--- config.mk ---
export PLATFORM = sky130hd
export DESIGN_NAME = ccr_unit
export DESIGN_NICKNAME = d
export VERILOG_FILES = /design/src/rtl/ccr_unit.sv
export SDC_FILE = /design/constraint.sdc
export NUM_CORES = 1
export LEC_CHECK = 0
export ABC_AREA = 1
export CAP_MARGIN = 25
export CORE_MARGIN = 2
export CORE_UTILIZATION = 48
export CTS_BUF_LIST = sky130_fd_sc_hd__clkbuf_4 sky130_fd_sc_hd__clkbuf_8
export CTS_CLUSTER_DIAMETER = 80
export DETAILED_ROUTE_END_ITERATION = 10
export GPL_ROUTABILITY_DRIVEN = 1
export PLACE_DENSITY = 0.81
export SETUP_SLACK_MARGIN = 0.1
export SYNTH_ARGS = -nofsm -noshare
export SYNTH_HDL_FRONTEND = slang
export SYNTH_SLANG_ARGS = --single-unit
--- constraint.sdc ---
create_clock -name clk -period 2 [get_ports clk]
set_input_delay 0.4 -clock clk [delete_from_list [all_inputs] [get_ports clk]]
set_output_delay 0.4 -clock clk [all_outputs]
set_load 0.05 [all_outputs]
--- src/rtl/ccr_unit.sv ---
// ccr_unit -- condition-code register for the 8-bit pipelined core.
//
// Holds the {V,C,N,Z} flags produced by the ALU, writing only the bits that
// the current opcode is allowed to touch. The held carry is fed back to the
// ALU for rotate-through-carry, conditional jumps are resolved against the
// held flags, and a small LIFO shadow stack preserves the flags across
// interrupt entry / RTI.
//
// Ports:
//   clk          in   rising-edge clock
//   reset        in   synchronous, active-low
//   alu_flags    in   [3:0] ALU flags {V,C,N,Z}
//   alu_fun      in   [5:0] opcode of the instruction in EX
//   ex_valid     in   EX instruction is valid and not flushed
//   br_valid     in   a conditional jump is resolved this cycle
//   br_type      in   [1:0] 00 none, 01 JZ, 10 JN, 11 JC
//   int_save     in   interrupt entry, push a flag snapshot
//   rti_restore  in   return from interrupt, pop a flag snapshot
//   ccr          out  [3:0] registered flags {V,C,N,Z}
//   carry_out    out  held carry for RLC/RRC
//   br_taken     out  combinational jump decision
//   shadow_full  out  shadow stack holds SHADOW_DEPTH entries
//   shadow_empty out  shadow stack holds no entries
//   stk_err      out  sticky shadow-stack protocol error

module ccr_unit #(
  parameter int SHADOW_DEPTH = 2
) (
  input  logic       clk,
  input  logic       reset,
  input  logic [3:0] alu_flags,
  input  logic [5:0] alu_fun,
  input  logic       ex_valid,
  input  logic       br_valid,
  input  logic [1:0] br_type,
  input  logic       int_save,
  input  logic       rti_restore,
  output logic [3:0] ccr,
  output logic       carry_out,
  output logic       br_taken,
  output logic       shadow_full,
  output logic       shadow_empty,
  output logic       stk_err
);

  localparam int SP_W = $clog2(SHADOW_DEPTH + 1);

  logic [3:0]      ccr_q, ccr_d;
  logic [SP_W-1:0] sp_q, sp_d;
  logic            err_q, err_d;
  logic [3:0]      stack_q [SHADOW_DEPTH];

  logic [3:0] upd_mask;
  logic [3:0] clr_mask;
  logic [3:0] ccr_norm;
  logic [3:0] top_entry;
  logic       full, empty;
  logic       push, pop, proto_err;

  // Decode which flag bits this opcode is allowed to write. Anything not
  // listed (LOOP included) leaves the flags alone, as does a flushed slot.
  always_comb begin
    upd_mask = 4'b0000;
    case (alu_fun)
      6'd2, 6'd3, 6'd16, 6'd17: upd_mask = 4'b1111;
      6'd5, 6'd14, 6'd15:       upd_mask = 4'b0011;
      6'd6, 6'd7, 6'd8, 6'd9:   upd_mask = 4'b0100;
      default:                  upd_mask = 4'b0000;
    endcase
    if (!ex_valid) begin
      upd_mask = 4'b0000;
    end
  end

  // Jump decision uses only the registered flags, so it never waits on the
  // ALU. A taken jump marks its tested flag to be cleared at the next edge.
  always_comb begin
    br_taken = 1'b0;
    clr_mask = 4'b0000;
    case (br_type)
      2'b01:   br_taken = br_valid & ccr_q[0];
      2'b10:   br_taken = br_valid & ccr_q[1];
      2'b11:   br_taken = br_valid & ccr_q[2];
      default: br_taken = 1'b0;
    endcase
    if (br_taken) begin
      case (br_type)
        2'b01:   clr_mask = 4'b0001;
        2'b10:   clr_mask = 4'b0010;
        2'b11:   clr_mask = 4'b0100;
        default: clr_mask = 4'b0000;
      endcase
    end
  end

  // Normal next-state flags: the jump clear is applied first so that an ALU
  // write to the same bit overrides it.
  assign ccr_norm = ((ccr_q & ~clr_mask) & ~upd_mask) | (alu_flags & upd_mask);

  assign full  = (sp_q == SP_W'(SHADOW_DEPTH));
  assign empty = (sp_q == '0);

  // Select the most recently pushed snapshot without indexing by the wider
  // pointer directly.
  always_comb begin
    top_entry = 4'b0000;
    for (int i = 0; i < SHADOW_DEPTH; i++) begin
      if (sp_q == SP_W'(i + 1)) begin
        top_entry = stack_q[i];
      end
    end
  end

  // Stack control: save and restore together is a protocol error and does
  // neither; overflow and underflow are also errors and are ignored.
  always_comb begin
    push      = int_save & ~rti_restore & ~full;
    pop       = rti_restore & ~int_save & ~empty;
    proto_err = (int_save & rti_restore)
              | (int_save & ~rti_restore & full)
              | (rti_restore & ~int_save & empty);
    ccr_d     = pop ? top_entry : ccr_norm;
    sp_d      = sp_q;
    if (push) begin
      sp_d = sp_q + SP_W'(1);
    end else if (pop) begin
      sp_d = sp_q - SP_W'(1);
    end
    err_d = err_q | proto_err;
  end

  // State registers. A push stores the flags this cycle would produce
  // anyway, so the snapshot includes this cycle's ALU update.
  always_ff @(posedge clk) begin
    if (!reset) begin
      ccr_q <= 4'b0000;
      sp_q  <= '0;
      err_q <= 1'b0;
      for (int i = 0; i < SHADOW_DEPTH; i++) begin
        stack_q[i] <= 4'b0000;
      end
    end else begin
      ccr_q <= ccr_d;
      sp_q  <= sp_d;
      err_q <= err_d;
      for (int i = 0; i < SHADOW_DEPTH; i++) begin
        if (push && (sp_q == SP_W'(i))) begin
          stack_q[i] <= ccr_norm;
        end
      end
    end
  end

  assign ccr          = ccr_q;
  assign carry_out    = ccr_q[2];
  assign shadow_full  = full;
  assign shadow_empty = empty;
  assign stk_err      = err_q;

endmodule

==> results of run 1 <==
## cells in the final DEF (no fill, tap or decap)
master	count
nand2_1	27
inv_1	19
nand3_1	19
clkdlybuf4s50_1	18
a21oi_1	14
edfxtp_1	8
dfxtp_1	7
inv_2	5
o21ai_0	3
a31oi_1	3
nor2_1	3
ha_1	3
clkbuf_4	3
dlygate4sd2_1	3
nand2_2	2
o21ai_1	2
dlymetal6s2s_1	2
buf_12	2
buf_4	2
o211ai_1	1
nor2_2	1
a21oi_4	1
nand3_2	1
nor3_2	1
clkinvlp_4	1
## through the flow
stage,util (%),std cells
after floorplan,-,121
after detailed placement,69.2,172
final,71.0,176
after global placement,69.2,172
after global routing,71.0,176
after CTS,70.8,176
## cells by family after synthesis
kind of cell	count (synthesis)	share of synthesized area [%]
AO/OA/AOI/OAI	24	15.3
flip-flops	15	42.3
adder cells (fa/ha/maj)	3	4.17
AND/OR/NAND/NOR	54	27.4
buffers and inverters	25	10.8
## layout make-up
class | instances | area, um^2 | share of cell area, %
timing repair buffer | 27 | 287 | 23.1
clock buffer | 3 | 22.5 | 1.82
clock inverter | 1 | 7.51 | 0.605
tap | 25 | 31.3 | 2.52
multi-input combinational | 81 | 422 | 34.0
inverter | 24 | 90.1 | 7.27
sequential | 15 | 380 | 30.7
## metal layers
layer / vias up / track usage [%] / share of wire (%)
met3: 2 / 8.08 / 6.2
met4: 0 / 4.44 / 0.50
met2: 27 / 34.1 / 50
met5: - / 0 / 0
met1: 396 / 24.0 / 43
li1: 462 / - / -
## registers in the layout, summed over array words and instances, names as in the netlist
name and count:
stack_q 8, ccr 4, sp_q 2, stk_err 1
## power by group
group	switching, mW	total [mW]	leakage, nW	internal [mW]
clock network	0.104	0.180	0.0139	0.0761
logic	0.338	0.527	0.442	0.189
registers	0.0243	0.396	0.141	0.372
## timing repair
action,CTS,global route
gates resized for setup,3,2
setup endpoints to repair,3,2
setup buffers,0,0
## synthesized netlist by cell type
master / count / area share [%]
nor2_2: 1 / 0.70
nand3_1: 19 / 11
dfxtp_1: 7 / 16
inv_1: 19 / 7.9
nor2_1: 3 / 1.3
nand3_2: 1 / 1.1
o21ai_0: 3 / 1.7
a21oi_4: 1 / 1.8
nand2_1: 27 / 11
buf_4: 1 / 0.83
nand2_2: 2 / 1.4
o211ai_1: 1 / 0.83
nor3_2: 1 / 1.1
a21oi_1: 14 / 7.8
inv_2: 5 / 2.1
o21ai_1: 2 / 1.1
a31oi_1: 3 / 2.1
edfxtp_1: 8 / 27
ha_1: 3 / 4.2
## how the worst min path moves through the flow
stage / startpoint / endpoint / slack (ns) / cells past startpoint
6_report: stk_err$_SDFF_PN0_ / stk_err$_SDFF_PN0_ / 0.48 / 2
5_1_grt: sp_q[0]$_SDFFE_PN0P_ / sp_q[0]$_SDFFE_PN0P_ / 0.51 / 1
4_1_cts: stk_err$_SDFF_PN0_ / stk_err$_SDFF_PN0_ / 0.48 / 2
3_5_place_dp: stk_err$_SDFF_PN0_ / stk_err$_SDFF_PN0_ / 0.47 / 2
3_3_place_gp: stk_err$_SDFF_PN0_ / stk_err$_SDFF_PN0_ / 0.47 / 2
2_1_floorplan: sp_q[0]$_SDFFE_PN0P_ / sp_q[0]$_SDFFE_PN0P_ / 0.45 / 1
==> impl_metrics.toml, run 1 <==
[setup_path]
path_max_fanout = 2
rrSetupSlack_ns = 0.24
crit_type = "flip-flop to primary output"
r2r_end = "stack_q[0][6]$_DFFE_PP_"
cp.required_ns = 1.60
cp_num_cells = 1
cp-start-kind = "flip-flop"
worstSetupEndpointType = "primary output"
critPathMaxStageDelay_ns = 0.81
slowest_stage = "clkdlybuf4s50_1"
crit_family = "buffers and inverters"
crit_buf_inv = 1
reg2reg_depth = 9
arrival_ns = 1.43
r2r-start = "sp_q[0]$_SDFFE_PN0P_"
cp_cell_sequence = "clkdlybuf4s50_1"
crit_start = "ccr[3]$_SDFF_PN0_"
crit_path_end = "ccr[3]"

[timing]
finClkSkew_ns = 0.00108
slew_headroom_pct = 66.1
fin_setup_tns_ns = 0
rsz0062_at_grt = "no"
fmax_mhz = 546
fin_crit_sh_pct = 91.5
slew_violations = 0
worstMarginPinSlew_ns = 0.506
timing.final.crit_period_ns = 1.83
setup_violations = 0
postLayoutSetupSlackWorst_ns = 0.169
finalHoldViolations = 0
hold_slack_ns = 0.481

[clock_network]
clk_latency_ns = 0.29
holdBufCountCts = 0
cts_tree = "done"
cts_max_level = 1
cts.sinks = 15
clock_path_buffers = 2
cts_root_buffer = "clkbuf_4"
clk_pin_slew_ns = 0.09
cts-buffers-inserted = 3

[pwr]
power.leakage_nw = 0.597
power_mw = 1.10
ir_drop_mv = 0.765
powerDensity_nw_per_um2 = 890

[synth]
postSynthAreaPerCell_um2 = 7.43
yosys_warnings = 0
seq_area_frac_synth_pct = 42.3
postSynthCellCount = 121
ys_ff_latch = 15
postSynthNetCount = 142
syn_area_um2 = 900
synth_cell_types = 19

[grt]
antenna_found_initial = 0
grtUsageTotal_pct = 20.1
grt.overflow.total = 0
grt_max_degree = 11
first_global_vias = 792
grt_pass1_wl_um = 3170

[final_layout]
fillers = 153
area_growth_pct = 37.8
final_area_um2 = 1240
n_antenna_cell = 0
drive_above_1_share_pct = 12.6
nets = 173

[drt]
drt-pass1-iter-count = 4
drc = 0
drtIter0Drc = 6
antenna_left = 0
wl_um = 1990
via_per_inst = 5.04
vias = 887
wl_per_cell_um = 11.3

[floorplanning]
initial_core_util_pct = 51.5
row_count = 15
chipHeight_um = 47.3
die_width_um = 47.3
core-area_um2 = 1750
die_area_um2 = 2240
io_pins = 27

[placement]
placed_area_um2 = 1210
dp_hpwl_um = 1630
place_ws_ns = -0.00517
gp_congestion = 0.818
port_buffers = 26

[worst_hold_path]
hp-class = "flip-flop to flip-flop"

[status]
status = "finished clean"

[job]
drv_cap = 0
(Power assumes the default switching activity.)
==> run 2, diff against run 1 <==
==> constraint.sdc (replaced) <==
create_clock -name clk -period 1.9 [get_ports clk]
set_input_delay 0.38 -clock clk [delete_from_list [all_inputs] [get_ports clk]]
set_output_delay 0.38 -clock clk [all_outputs]
set_load 0.05 [all_outputs]
==> run 2 against run 1 <==
Effect of this change:
- count of clock-buffer cells in the layout is 1 higher
- sequential share of layout area down 0.40 points
- via count grew 3.0%
- flip-flop and latch count stayed put
- clock skew up 0.0045 ns
==> impl_metrics.toml, run 2 (synthesis gave the netlist of run 1 again) <==
[setup_path]
critPathMaxStageDelay_ns = 0.31
cp_cell_sequence = "dlygate4sd2_1, nand3_1, o21ai_0, inv_1, nand2_1, o211ai_1, inv_1, buf_12"
crit_buf_inv = 4
reg2reg_depth = 9
arrival_ns = 1.36
crit_top_cell = "inv_1"
cp_num_cells = 8
cp-start-kind = "input port"
worstSetupEndpointType = "primary output"
cp.required_ns = 1.52
path_max_fanout = 6
rrSetupSlack_ns = 0.32
slowest_stage = "dlygate4sd2_1"
crit_family = "buffers and inverters"
crit_type = "input port to primary output"

[final_layout]
n_antenna_cell = 0
final_area_um2 = 1260
largest_reg_flops = 8
top_register = "stack_q"
mostFrequentLayoutCells = "nand2_1, inv_1, nand3_1, clkdlybuf4s50_1, a21oi_1"
fillers = 153
final_core_utilization_pct = 72.0
multi_input_area_um2 = 422
final_common_cell = "nand2_1"
area_growth_pct = 39.6
drive_above_1_share_pct = 13.7
nets = 175
register_area_um2 = 380

[placement]
placed_area_um2 = 1240
port_buffers = 26
dp_hpwl_um = 1700
gp_congestion = 0.779

[pwr]
powerDensity_nw_per_um2 = 955
ir_drop_mv = 0.904
power_mw = 1.20
power.leakage_nw = 0.603

[floorplanning]
die_area_um2 = 2240
io_pins = 27
core-area_um2 = 1750
die_width_um = 47.3
row_count = 15
chipHeight_um = 47.3
initial_core_util_pct = 51.5

[timing]
finalHoldViolations = 0
rsz0062_at_grt = "no"
setup_violations = 0
fin_setup_tns_ns = 0
fmax_mhz = 574
slew_violations = 0
timing.final.crit_period_ns = 1.74
worstMarginPinSlew_ns = 0.499
finClkSkew_ns = 0.00563
fin_crit_sh_pct = 91.7
slew_headroom_pct = 66.9

[clock_network]
holdBufCountCts = 0
clk_latency_ns = 0.28
cts_tree = "done"
clock_path_buffers = 2
cts.sinks = 15
cts_max_level = 1
cts-buffers-inserted = 3
clk_pin_slew_ns = 0.09
cts_root_buffer = "clkbuf_4"

[worst_hold_path]
hp-class = "flip-flop to flip-flop"
hold_depth = 2

[status]
status = "finished clean"

[grt]
antenna_found_initial = 0
first_global_vias = 837
grt_max_degree = 11
grt_pass1_wl_um = 3360
grtUsageTotal_pct = 21.7
grt.overflow.total = 0

[drt]
wl_per_cell_um = 12.0
drt-pass1-iter-count = 5
via_per_inst = 5.13
drc = 0
antenna_left = 0
vias = 914
wl_um = 2130
drtIter0Drc = 49

[job]
drv_cap = 0
==> run 2: cell types whose count changed in the layout (fill, tap and decap cells not counted), sizes merged <==
cell | previous run | this run
clkdlybuf4s50 | 18 | 15
clkinvlp | 1 | 0
dlymetal6s2s | 2 | 0
buf | 4 | 6
clkbuf | 3 | 4
dlygate4sd2 | 3 | 8
==> run 2: routing by layer <==
layer	share of wire, %	global-route usage (%)
met1	43	25.7
met2	48	36.5
met3	7.0	7.31
met4	1.4	7.78
met5	0	0
==> run 2: stage by stage <==
| step | hold slack, ns | instances | setup slack [ns] |
|---|---|---|---|
| 2_1_floorplan | 0.450 | 121 | 0.130 |
| 6_report | 0.483 | 178 | 0.159 |
| 5_1_grt | 0.519 | 178 | 0.122 |
| 3_3_place_gp | 0.467 | 174 | 0.0362 |
| 3_5_place_dp | 0.479 | 174 | -0.0931 |
| 4_1_cts | 0.489 | 178 | 0.167 |
==> run 2: layout make-up <==
| type | count | area share (%) |
|---|---|---|
| tap | 25 | 2.49 |
| clock buffer | 4 | 2.39 |
| multi-input combinational | 81 | 33.6 |
| sequential | 15 | 30.3 |
| inverter | 24 | 7.17 |
| timing repair buffer | 29 | 24.1 |
==> run 2: worst paths after layout <==
kind / from / end
worst min-delay path: stk_err$_SDFF_PN0_ / stk_err$_SDFF_PN0_
worst max register to register: sp_q[0]$_SDFFE_PN0P_ / stack_q[0][6]$_DFFE_PP_
worst min register to register: stk_err$_SDFF_PN0_ / stk_err$_SDFF_PN0_
worst max-delay path: br_type[1] / br_taken
==> run 2: timing repair <==
item	4_1_cts	5_1_grt
buffers inserted	0	0
resized for setup	8	0
setup endpoints to repair	7	0
==> run 2: report_power, final <==
group	switching, mW	internal (mW)
Sequential	0.0237	0.391
Clock	0.0976	0.0959
Combinational	0.365	0.227
==> run 2: worst register-to-register path, cell delays in order, from the launching register on <==
cell and delay (ns):
dfxtp_1 0.38, inv_1 0.08, ha_1 0.22, inv_2 0.11, nand3_2 0.14, inv_2 0.08, nand2_1 0.06, nand2_1 0.07
nand2_1 0.11, a21oi_1 0.18
==> run 3, diff against run 2 <==
--- a/config.mk
+++ b/config.mk
@@ -14,6 +14,7 @@
 export DETAILED_ROUTE_END_ITERATION = 10
 export GPL_ROUTABILITY_DRIVEN = 1
 export PLACE_DENSITY = 0.81
+export RECOVER_POWER = 25
 export SETUP_SLACK_MARGIN = 0.1
 export SYNTH_ARGS = -nofsm -noshare
 export SYNTH_HDL_FRONTEND = slang
==> run 3 against run 2 <==
Effect of this change:
- critical path depth did not move
- first-iteration DRC count rose by 4.1%
- utilization fell by 0.29 points
- clock skew fell by 0.0015 ns
- global-route usage did not move
- register-to-register slack got worse by 0.06 ns
- via count fell by 0.22%
==> impl_metrics.toml, run 3 (synthesis gave the netlist of run 1 again) <==
[status]
status = "finished clean"

[timing]
slew_violations = 0
setup_violations = 0
finalHoldViolations = 0
rsz0062_at_grt = "no"
fin_crit_sh_pct = 91.7
finClkSkew_ns = 0.00418
fin_setup_tns_ns = 0
slew_headroom_pct = 66.9
fmax_mhz = 574
worstMarginPinSlew_ns = 0.498
timing.final.crit_period_ns = 1.74

[floorplanning]
row_count = 15
io_pins = 27
core-area_um2 = 1750
die_area_um2 = 2240
die_width_um = 47.3
initial_core_util_pct = 51.5
chipHeight_um = 47.3

[final_layout]
drive_above_1_share_pct = 13.1
nets = 175
top_register = "stack_q"
mostFrequentLayoutCells = "nand2_1, inv_1, nand3_1, clkdlybuf4s50_1, a21oi_1"
n_antenna_cell = 0
final_common_cell = "nand2_1"
area_growth_pct = 39.1
final_area_um2 = 1250
largest_reg_flops = 8

[drt]
wl_per_cell_um = 12.0
drtIter0Drc = 51
wl_um = 2140
antenna_left = 0
via_per_inst = 5.12
drt-pass1-iter-count = 4
drc = 0
vias = 912

[setup_path]
crit_family = "buffers and inverters"
worstSetupEndpointType = "primary output"
crit_top_cell = "inv_1"
cp_cell_sequence = "dlygate4sd2_1, nand3_1, o21ai_0, inv_1, nand2_1, o211ai_1, inv_1, buf_12"
crit_buf_inv = 4
slowest_stage = "dlygate4sd2_1"
critPathMaxStageDelay_ns = 0.31
cp.required_ns = 1.52
path_max_fanout = 6
cp-start-kind = "input port"
crit_type = "input port to primary output"
arrival_ns = 1.36

[clock_network]
clk_latency_ns = 0.28
cts.sinks = 15
ctsResizeCount = 8
cts_root_buffer = "clkbuf_4"
clk_pin_slew_ns = 0.08
post-cts-setup-buffer-count = 0
cts_max_level = 1
holdBufCountCts = 0
cts_tree = "done"
clock_path_buffers = 2
cts-buffers-inserted = 3

[grt]
grt_max_degree = 11
grt.overflow.total = 0
antenna_found_initial = 0
grtUsageTotal_pct = 21.7
first_global_vias = 837
grt_pass1_wl_um = 3360

[pwr]
power.leakage_nw = 0.602
ir_drop_mv = 0.903
powerDensity_nw_per_um2 = 955

[placement]
port_buffers = 26
placed_area_um2 = 1240
gp_congestion = 0.779
dp_hpwl_um = 1700

[worst_hold_path]
hp-class = "flip-flop to flip-flop"

[job]
drv_cap = 0
-- run 3: worst paths after layout --
path / startpoint / to / slack (ns) / depth (start not counted)
max: br_type[1] / br_taken / 0.16 / 8
max reg2reg: sp_q[0]$_SDFFE_PN0P_ / ccr[2]$_SDFF_PN0_ / 0.26 / 8
min reg2reg: stk_err$_SDFF_PN0_ / stk_err$_SDFF_PN0_ / 0.48 / 2
min: stk_err$_SDFF_PN0_ / stk_err$_SDFF_PN0_ / 0.48 / 2
-- run 3: per-layer routing --
metal	share of wire [%]	track usage [%]	up-vias	routed length (um)
met5	0	0	-	0
met3	6.8	7.31	4	145
met4	1.4	7.78	0	29
li1	-	-	468	-
met1	43	25.7	408	925
met2	48	36.5	32	1040
-- run 3: final cells by class --
class	instances	area, um^2
Tap cell	25	31.3
Multi-Input combinational cell	81	417
Inverter	24	90.1
Sequential cell	15	380
Clock buffer	4	30.0
Timing Repair Buffer	29	303
Fill cell	154	494
-- run 3: worst register-to-register path, delay by kind of cell (launching register included) --
family	cells	cell delay (ns)
AOI/OAI and AO/OA	2	0.25
adders and majority gates	1	0.27
buffers and inverters	3	0.28
DFF	1	0.38
and+or+nand+nor	2	0.37
-- run 3: report_power, final --
group          switching (mW)  internal (mW)
combinational           0.362          0.226
sequential             0.0237          0.391
clock                  0.0962         0.0959
total                   0.482          0.713
-- run 3: metrics by stage --
step	utilization [%]	power [mW]	worst slack, ns	hold slack (ns)	std cells
2_1_floorplan	-	0.786	0.130	0.450	121
3_3_place_gp	70.8	1.01	0.0362	0.467	174
3_5_place_dp	70.8	1.03	-0.0931	0.479	174
4_1_cts	72.0	1.21	0.167	0.489	178
5_1_grt	71.7	1.27	0.103	0.519	178
6_report	71.7	1.19	0.158	0.483	178
